===== src/rtl/mem_types_pkg.sv =====
// rtl/mem_types_pkg.sv - shared types for the memory arbiter and its RAM interface
package mem_types_pkg;

    localparam int WORD_W = 32;

    // Handshake state reported by the RAM for the current access
    typedef enum logic [1:0] {
        FREE,
        BUSY,
        ACCESS,
        ERROR
    } ramstate_t;

    // Arbiter grant state
    typedef enum logic [1:0] {
        IDLE,
        D_ACC,
        I_ACC
    } arb_state_t;

    typedef logic [WORD_W-1:0] word_t;

endpackage


===== src/rtl/memory_arbiter.sv =====
// rtl/memory_arbiter.sv - arbitrates fetch and data requests onto one single-ported RAM
module memory_arbiter #(
    parameter int WORD_W  = 32,
    parameter int TIMEOUT = 15
) (
    input  logic              CLK,
    input  logic              RST,
    input  logic              iREN,
    input  logic [WORD_W-1:0] iaddr,
    output logic              ihit,
    output logic [WORD_W-1:0] iload,
    input  logic              dREN,
    input  logic              dWEN,
    input  logic [WORD_W-1:0] daddr,
    input  logic [WORD_W-1:0] dstore,
    output logic              dhit,
    output logic [WORD_W-1:0] dload,
    output logic              ramREN,
    output logic              ramWEN,
    output logic [WORD_W-1:0] ramaddr,
    output logic [WORD_W-1:0] ramstore,
    input  logic [WORD_W-1:0] ramload,
    input  logic [1:0]        ramstate,
    output logic              err
);

    import mem_types_pkg::*;

    localparam int CNT_W = $clog2(TIMEOUT + 1);

    arb_state_t       state, next_state;
    logic [CNT_W-1:0] cnt, next_cnt;
    logic             last_d, next_last_d;
    logic             next_err;
    ramstate_t        ram_st;
    logic             d_req;
    logic             timed_out;

    assign ram_st    = ramstate_t'(ramstate);
    assign d_req     = dREN | dWEN;
    assign timed_out = (cnt == CNT_W'(TIMEOUT));

    // State, wait counter, fairness flag and sticky error register
    always_ff @(posedge CLK or posedge RST) begin
        if (RST) begin
            state  <= IDLE;
            cnt    <= '0;
            last_d <= 1'b0;
            err    <= 1'b0;
        end else begin
            state  <= next_state;
            cnt    <= next_cnt;
            last_d <= next_last_d;
            err    <= next_err;
        end
    end

    // Arbitration, RAM drive, completion and abandon decisions
    always_comb begin
        next_state  = state;
        next_cnt    = cnt;
        next_last_d = last_d;
        next_err    = err;
        ramREN      = 1'b0;
        ramWEN      = 1'b0;
        ramaddr     = '0;
        ramstore    = '0;
        ihit        = 1'b0;
        dhit        = 1'b0;
        iload       = '0;
        dload       = '0;

        case (state)
            IDLE: begin
                next_cnt = '0;
                // data first, unless a fetch is waiting right after a data hit
                if (d_req && !(iREN && last_d)) begin
                    next_state = D_ACC;
                end else if (iREN) begin
                    next_state = I_ACC;
                end
            end

            D_ACC: begin
                ramaddr = daddr;
                // write wins when both enables are held
                if (dWEN) begin
                    ramWEN   = 1'b1;
                    ramstore = dstore;
                end else begin
                    ramREN = 1'b1;
                end
                if (!d_req) begin
                    next_state = IDLE;
                    next_cnt   = '0;
                end else if (timed_out || ram_st == ERROR) begin
                    next_err   = 1'b1;
                    next_state = IDLE;
                    next_cnt   = '0;
                end else if (ram_st == ACCESS) begin
                    dhit        = 1'b1;
                    dload       = ramload;
                    next_state  = IDLE;
                    next_cnt    = '0;
                    next_last_d = 1'b1;
                end else begin
                    next_cnt = cnt + 1'b1;
                end
            end

            I_ACC: begin
                ramREN  = 1'b1;
                ramaddr = iaddr;
                if (!iREN) begin
                    next_state = IDLE;
                    next_cnt   = '0;
                end else if (timed_out || ram_st == ERROR) begin
                    next_err   = 1'b1;
                    next_state = IDLE;
                    next_cnt   = '0;
                end else if (ram_st == ACCESS) begin
                    ihit        = 1'b1;
                    iload       = ramload;
                    next_state  = IDLE;
                    next_cnt    = '0;
                    next_last_d = 1'b0;
                end else begin
                    next_cnt = cnt + 1'b1;
                end
            end

            default: begin
                next_state = IDLE;
                next_cnt   = '0;
            end
        endcase
    end

endmodule

===== config.mk =====
export PLATFORM = sky130hd
export DESIGN_NAME = memory_arbiter
export DESIGN_NICKNAME = d
export VERILOG_FILES = /design/src/rtl/mem_types_pkg.sv /design/src/rtl/memory_arbiter.sv
export SDC_FILE = /design/constraint.sdc
export NUM_CORES = 1
export LEC_CHECK = 0
export ABC_AREA = 1
export CAP_MARGIN = 20
export CORE_MARGIN = 8
export CORE_UTILIZATION = 25
export CTS_CLUSTER_DIAMETER = 200
export DETAILED_ROUTE_END_ITERATION = 16
export PLACE_DENSITY_LB_ADDON = 0.3
export SYNTH_ARGS = -nofsm -noshare
export SYNTH_HDL_FRONTEND = slang
export SYNTH_SLANG_ARGS = --single-unit

===== constraint.sdc =====
create_clock -name CLK -period 1.9 [get_ports CLK]
set_input_delay 0.475 -clock CLK [delete_from_list [all_inputs] [get_ports CLK]]
set_output_delay 0.475 -clock CLK [all_outputs]
set_load 0.01 [all_outputs]

## After elaboration in Yosys (flattened, before gate mapping)

Cells that the tools add are included.

- Bits of input ports: 135
- Flip-flop bits (word level): 8
- Logic and storage cells: 68

- Bitwise operators: 1
- Add/subtract/negate cells: 1
- Reduce and logical (&&, ||, !) cells: 8
- Equal/unequal tests: 12
- Muxes and demuxes: 42

Operators with widths:

| operator | number |
|---|---|
| 32-bit 2-to-1 mux | 8 |
| 32-bit case mux with 2 select lines | 1 |
| 1-bit 2-to-1 mux | 18 |
| 4-bit 2-to-1 mux | 4 |
| 2-bit 2-to-1 mux | 6 |
| 2-bit != test (second input constant) | 6 |
| 4-bit case mux with 2 select lines | 1 |
| 7-bit AND reduction | 1 |
| 2-bit == test (second input constant) | 3 |
| 1-bit case mux with 2 select lines | 3 |
| 2-bit case mux with 3 select lines | 1 |
| 4-bit by 1-bit adder with 4-bit output (second input constant) | 1 |
| 4-bit == test (second input constant) | 1 |
| 3-bit != test (second input constant) | 1 |
| 3-bit AND reduction | 1 |
| 2-bit by 1-bit == test with 1-bit output (second input constant) | 1 |
| 1-bit logical AND | 2 |
| 2-bit logical NOT | 1 |
| 2-bit nonzero test | 1 |
| 1-bit logical NOT | 1 |
| 1-bit logical OR | 1 |
| 1-bit bitwise OR | 1 |

## Longest topological paths before layout

Gate-level depths: netlist (run 1).

- Word-level depth: 5
- Mapped depth: 9
- Depth with buffers taken out: 8

## Least setup slack after synthesis (run 1)

OpenSTA, ideal clock, no wires.

- Path type: reg-to-output
- From: register state[0]
- To: output port ramaddr[0]
- Arrival: 1.337 ns
- Buffers on the path: 1
- Data required time: 1.425 ns
- Path slack: 0.088 ns
- Cell stages (with the launch flop): 6
- Cells stage by stage: dfrtp_1 > inv_1 > ha_1 > clkinv_1 > clkbuf_1 > a21oi_1

- Longest elaborated chain between the ends: 2

RTL lines:

| item | line | source |
|---|---|---|
| start, declared | memory_arbiter.sv:31 | `arb_state_t state, next_state;` |
| start signal, assigned | memory_arbiter.sv:51 | `state <= next_state;` |
| 2-bit == test or 2-bit by 1-bit == test with 1-bit output (tied branches) | memory_arbiter.sv:73 | `case (state)` |
| 32-bit case mux with 2 select lines (*) | memory_arbiter.sv:73 |  |
| end, declared | memory_arbiter.sv:20 | `output logic [WORD_W-1:0] ramaddr,` |

Every way passes the cells marked *; elsewhere a longest branch is shown, timed or not.

## Worst setup path after layout (run 1)

- From: register state[0]
- To: output port dload[3]

- Longest elaborated chain between the ends: 2

RTL lines:

| item | line | source |
|---|---|---|
| 2-bit by 1-bit == test with 1-bit output | memory_arbiter.sv:73 |  |
| 32-bit 2-to-1 mux | memory_arbiter.sv:73 |  |
| end, declared | memory_arbiter.sv:17 | `output logic [WORD_W-1:0] dload,` |

No other way between the ends.

==> flow_summary.yaml, run 1 <==
synth:
  ys.flop_type: "dfrtp_1"
  synth.most_common_cell: "nand2_1"
  synth-edff-count: 0
  yosysWarnings: 0
  syn-num-nets: 494
  yosys.area_share.adder_pct: 3.29
  synthCells: 354
  synth_area_leaders: "nor2_2 (20%), nand2_1 (16%), inv_1 (14%), dfrtp_1 (11%), a21oi_1 (8.7%)"
  ys_types: 27
  synth_seq_cells: 8
  synth_top_family_by_area: "simple AND/OR/NAND/NOR gates"
  async_flop_share_pct: 100
  synth_mux_area_share_pct: 0
  yosysTopAreaCellShare_pct: 19.7
  synthXorXnorAreaFrac_pct: 0.460
  netlist.top_cell.by_area: "nor2_2"
  synth_commonest_cells: "nand2_1 (83), inv_1 (72), nor2_2 (60)"
  synth_compound_area_share_pct: 10.2
  yosys.area_share.simple_pct: 52.6
  yosysSeqAreaShare_pct: 10.5
  avgSynthCellArea_um2: 5.38
  netlist_area_um2: 1900
clock_network:
  cts_max_path_buffers: 2
  cts_buffers: 3
  clock_sinks: 8
  clkLatencyLatePin_ns: 0.22
  clk_pin_slew_ns: 0.04
  ctsHtreeMaxLevel: 1
  ctsHoldBuffers: 0
  root_buffer: "clkbuf_8"
  cts_tree: "yes"
setup_path:
  critPathRequiredTime_ns: 1.42
  reg2reg_from: "state[0]$_DFFE_PP0P_"
  path_class: "reg -> out"
  reg2regPathDepth: 11
  worstReg2RegEnd: "last_d$_DFFE_PP0P_"
  cp_data_arrival_time_ns: 1.71
  worstSetupEndpointType: "primary output"
  cp-start-kind: "flip-flop"
  critPathMaxFanout: 7
  r2r_slack_ns: 0.02
global_routing:
  globalRouteOverflowTotal: 0
  grt_antenna_before_repair: 0
  grt_pass1_wl_mm: 19.3
  track_usage_pct: 23.2
  grt_pass1_vias: 3700
  grt_max_degree: 17
outcome:
  violations: "setup timing"
  status: "finished with violations"
power_and_ir_drop:
  power_mw: 5.20
  ir_worst_vdd_v: 0.000897
  p_leak_nw: 3.14
  powerDensity_nw_per_um2: 807
timing:
  max_slew.worst_pin.slew_ns: 0.305
  max-slew-margin-rel_pct: 79.6
  slew_violations: 0
  hold_viol_final: 0
  fin_skew_ns: 0.00455
  rsz0062_at_grt: "true"
  period_share_pct: 115
  timing.final.ws_setup_ns: -0.283
  fmax_ghz: 0.458
  min_period_ns: 2.18
  setup_viol: 130
die:
  dieArea_um2: 10700
  rows: 32
  ios: 268
  die_w_um: 103
  start_util_pct: 25.2
  die_y_um: 103
  coreArea_um2: 7570
place:
  portBuffers: 267
  place_hpwl_mm: 9.70
  dp.cells: 725
  gp_congestion: 0.850
  dpl_cell_area_um2: 4770
route:
  dr.pass1.iters: 4
  ant_nets: 0
  viasPerCell: 4.72
  drt_iter0_drc: 75
  drc: 0
  wl_mm: 15.9
  wl_per_cell_um: 20.1
  vias: 3721
layout:
  drive_gt1_share_pct: 59.6
  synthToLayoutAreaGrowth_pct: 238
  multi_input_area_um2: 2160
  final_util_pct: 85.1
  stdcell_count: 789
  final_area_um2: 6440
  layout.nets: 828
  seqCellArea_um2: 200
  fillers: 384
hold_path:
  min_path_type: "in -> async"
run:
  cap_violations: 0
-- where the power goes --
group | internal (mW) | switching (mW) | total (mW)
Sequential | 0.209 | 0.0268 | 0.236
Combinational | 2.45 | 2.32 | 4.77
Clock | 0.137 | 0.0624 | 0.199
-- stage by stage --
| step | hold slack, ns | setup WS, ns | TNS [ns] |
|---|---|---|---|
| 2_1_floorplan | 0.291 | 0.0884 | 0 |
| 3_5_place_dp | 0.448 | -0.864 | -87.58 |
| 6_report | 0.495 | -0.283 | -18.83 |
| 3_3_place_gp | 0.447 | -0.820 | -83.67 |
| 5_1_grt | 0.512 | -0.345 | -26.19 |
| 4_1_cts | 0.462 | -0.309 | -21.72 |
-- cell families after synthesis --
kind of cell             Yosys count
adder cells (fa/ha/maj)            5
AND/OR/NAND/NOR                  204
AO/OA/AOI/OAI                     38
buffers and inverters             98
flip-flops                         8
XOR/XNOR                           1
-- metal layers --
layer	wire length (um)	track usage (%)	vias to the layer above
met2	8730	46.4	202
met3	1140	6.29	59
met4	784	7.56	0
li1	-	-	1700
met1	5210	22.0	1760
met5	0	0	-
-- cells in the final DEF, fill, tap and decap left out, types with 2 or more instances in the layout --
master,n
nand2_2,13
nor2_1,10
o21ai_0,3
nor2_4,66
buf_6,91
inv_8,3
nor2_2,28
dlygate4sd2_1,4
buf_8,4
nor3_1,2
nand2_4,31
clkbuf_16,2
inv_1,69
inv_12,6
ha_4,3
a21oi_4,2
clkbuf_8,3
clkdlybuf4s50_1,130
buf_16,3
buf_2,61
nor2_8,2
a21oi_2,30
inv_2,5
buf_12,22
dfrtp_1,8
buf_4,25
nand3_1,6
nand2_8,3
nand2_1,40
-- worst max-delay path by stage --
stage                              start    endpoint  slack (ns)  depth (start not counted)
CTS                     cnt[0]$_DFF_PP0_   iload[14]       -0.31                          7
floorplan           state[0]$_DFFE_PP0P_  ramaddr[0]        0.09                          5
global route        state[1]$_DFFE_PP0P_    dload[3]       -0.35                         10
global placement             ramstate[1]    iload[9]       -0.82                          8
detailed placement           ramstate[1]   iload[31]       -0.86                          8
finish              state[0]$_DFFE_PP0P_    dload[3]       -0.28                         10
-- critical path: stages (launching register included) --
cell and delay, ns:
dfrtp_1 0.38, buf_6 0.12, ha_4 0.15, buf_6 0.12, nand2_8 0.05, nor2_8 0.11
buf_12 0.17, inv_12 0.06, buf_12 0.13, nor2_4 0.08, buf_6 0.11
-- sequential cells by signal (all words and copies together) (netlist names) --
register and flops:
cnt 4, err 1, last_d 1, state 2
-- area by class of cell --
cell class                 count  share of cell area, %
antenna                        1                 0.0388
clock buffer                   3                  0.641
inverter                      78                   5.09
multi-input combinational    248                   33.5
sequential                     8                   3.11
tap                          102                   1.98
timing repair buffer         343                   54.3
timing repair inverter         6                   1.36
-- repair_timing --
action                                  in CTS  in global routing
buffers inserted                            39                 11
endpoints found under the setup margin     132                132
cloned                                      14                  3
resized for setup                          659                265
pin swaps                                   17                 35
Note: power is estimated with default switching activity, not from simulation.
==> inputs of run 2 (changes only) <==
--- a/config.mk
+++ b/config.mk
@@ -8,7 +8,7 @@
 export ABC_AREA = 1
 export CAP_MARGIN = 20
 export CORE_MARGIN = 8
-export CORE_UTILIZATION = 25
+export CORE_UTILIZATION = 22
 export CTS_CLUSTER_DIAMETER = 200
 export DETAILED_ROUTE_END_ITERATION = 16
 export PLACE_DENSITY_LB_ADDON = 0.3
==> constraint.sdc (replaced) <==
create_clock -name CLK -period 1.81 [get_ports CLK]
set_input_delay 0.4525 -clock CLK [delete_from_list [all_inputs] [get_ports CLK]]
set_output_delay 0.4525 -clock CLK [all_outputs]
set_load 0.01 [all_outputs]
==> run 2 against run 1 <==
Against the previous run: the flow still finishes with violations (setup timing); largest cell class unchanged; worst setup slack got worse by 0.095 ns; cell count increased by 2.2%; critical path type unchanged; combinational power decreased by 3%; wire length decreased by 0.26%.
==> flow_summary.yaml, run 2 (synthesized netlist as in run 1, its figures left out) <==
route:
  wl_per_cell_um: 19.6
  viasPerCell: 4.54
  wl_mm: 15.8
  vias: 3657
  dr.pass1.iters: 4
  drt_iter0_drc: 210
  ant_nets: 0
  drc: 0
layout:
  seqCellArea_um2: 200
  multi_input_area_um2: 1970
  final_cell_mix: "clkdlybuf4s50_1 (130), buf_6 (94), inv_1 (69)"
  layout.nets: 838
  synthToLayoutAreaGrowth_pct: 229
  final_util_pct: 73.4
  top_regs: "cnt: 4 flops, state: 2 flops"
  largest_reg_flops: 4
  drive_gt1_share_pct: 57.6
  final_common_cell: "clkdlybuf4s50_1"
  fillers: 584
  top_register: "cnt"
global_routing:
  grt_pass1_vias: 3550
  grt_max_degree: 30
  grt_antenna_before_repair: 1
  grt_pass1_wl_mm: 20.0
  track_usage_pct: 21.3
  globalRouteOverflowTotal: 0
place:
  place_hpwl_mm: 9.89
  portBuffers: 267
  gp_congestion: 0.880
timing:
  min_period_ns: 2.19
  setup_viol: 134
  rsz0062_at_grt: "true"
  timing.final.ws_setup_ns: -0.378
  fin_skew_ns: 0.00709
  slew_violations: 0
  hold_viol_final: 0
  fin_hold_ws_ns: 0.452
  fin_tns_setup_ns: -33.23
  max-slew-margin-rel_pct: 79.6
  period_share_pct: 121
  max_slew.worst_pin.slew_ns: 0.302
  fmax_ghz: 0.457
power_and_ir_drop:
  power_frac_clock_pct: 4.4
  ir_worst_vdd_v: 0.000703
  switching_share_pct: 46.6
  p_leak_nw: 3.06
  p_switching_mw: 2.38
  powerDensity_nw_per_um2: 816
  power_frac_comb_pct: 90.8
  intPower_mw: 2.74
  power_mw: 5.12
  sequentialPowerShare_pct: 4.8
die:
  rows: 34
  dieArea_um2: 11900
  die_y_um: 109
  start_util_pct: 22.3
  ios: 268
  die_w_um: 109
  coreArea_um2: 8550
clock_network:
  cts_max_path_buffers: 2
  clock_sinks: 8
  ctsHoldBuffers: 0
  cts_buffers: 3
  ctsHtreeMaxLevel: 1
  clk_pin_slew_ns: 0.04
  clkLatencyLatePin_ns: 0.24
  cts_tree: "yes"
  root_buffer: "clkbuf_8"
setup_path:
  critPathLaunch: "state[1]$_DFFE_PP0P_"
  critPathRequiredTime_ns: 1.36
  critPathMaxFanout: 8
  reg2regPathDepth: 12
  reg2reg_from: "state[1]$_DFFE_PP0P_"
  worstReg2RegEnd: "last_d$_DFFE_PP0P_"
  crit_path_end: "dload[4]"
  worstSetupEndpointType: "primary output"
  r2r_slack_ns: -0.04
  cp-start-kind: "flip-flop"
  path_class: "reg -> out"
  cp_data_arrival_time_ns: 1.74
outcome:
  violations: "setup timing"
  status: "finished with violations"
hold_path:
  min_path_type: "reg -> reg"
  hold_path_depth: 1
run:
  cap_violations: 0
run 2: routing by layer:
layer | vias up | GRT usage, % | part of all wire (%)
li1 | 1720 | - | -
met1 | 1736 | 22.6 | 33
met2 | 170 | 41.8 | 55
met3 | 31 | 4.20 | 8.1
met4 | 0 | 4.79 | 3.1
met5 | - | 0 | 0
run 2: how the worst min path moves through the flow:
stage / startpoint / endpoint / slack [ns]
2_1_floorplan: RST / cnt[0]$_DFF_PP0_ / 0.27
3_3_place_gp: err$_DFFE_PP0P_ / err$_DFFE_PP0P_ / 0.45
3_5_place_dp: err$_DFFE_PP0P_ / err$_DFFE_PP0P_ / 0.45
4_1_cts: err$_DFFE_PP0P_ / err$_DFFE_PP0P_ / 0.46
5_1_grt: err$_DFFE_PP0P_ / err$_DFFE_PP0P_ / 0.49
6_report: err$_DFFE_PP0P_ / err$_DFFE_PP0P_ / 0.45
run 2: timing repair:
action / 4_1_cts / 5_1_grt
setup buffers: 44 / 10
resized for setup: 678 / 195
hold endpoints to repair: 0 / 0
cloned: 14 / 4
pin swaps: 11 / 24
setup endpoints to repair: 132 / 133
run 2: per-stage QoR:
stage          instances  area (um2)  worst slack, ns
2_1_floorplan        354        1900           0.0209
3_3_place_gp         733        4750           -0.889
3_5_place_dp         733        4750           -0.919
4_1_cts              794        5350           -0.308
5_1_grt              805        6270           -0.435
6_report             806        6270           -0.378
run 2: layout make-up:
type,count,area share (%)
Timing Repair Buffer,353,55.6
Multi-Input combinational cell,248,31.4
Inverter,78,5.58
Sequential cell,8,3.19
Tap cell,108,2.15
Timing Repair inverter,6,1.38
Clock buffer,3,0.658
Antenna cell,2,0.0798
run 2: worst max-delay path: stages, from the launching register on:
cell and delay [ns]:
dfrtp_1 0.40, inv_2 0.12, ha_4 0.21, nand2_4 0.09
nor2_8 0.12, buf_12 0.16, inv_12 0.05, buf_6 0.12
nor2_4 0.10, buf_6 0.11
run 2: power groups by stage:
stage / logic, mW / clock network [mW] / registers [mW]
global placement: 2.69 / 0 / 0.244
finish: 4.65 / 0.224 / 0.247
detailed placement: 2.72 / 0 / 0.245
global route: 4.94 / 0.235 / 0.251
floorplan: 1.27 / 0 / 0.249
CTS: 3.94 / 0.218 / 0.245
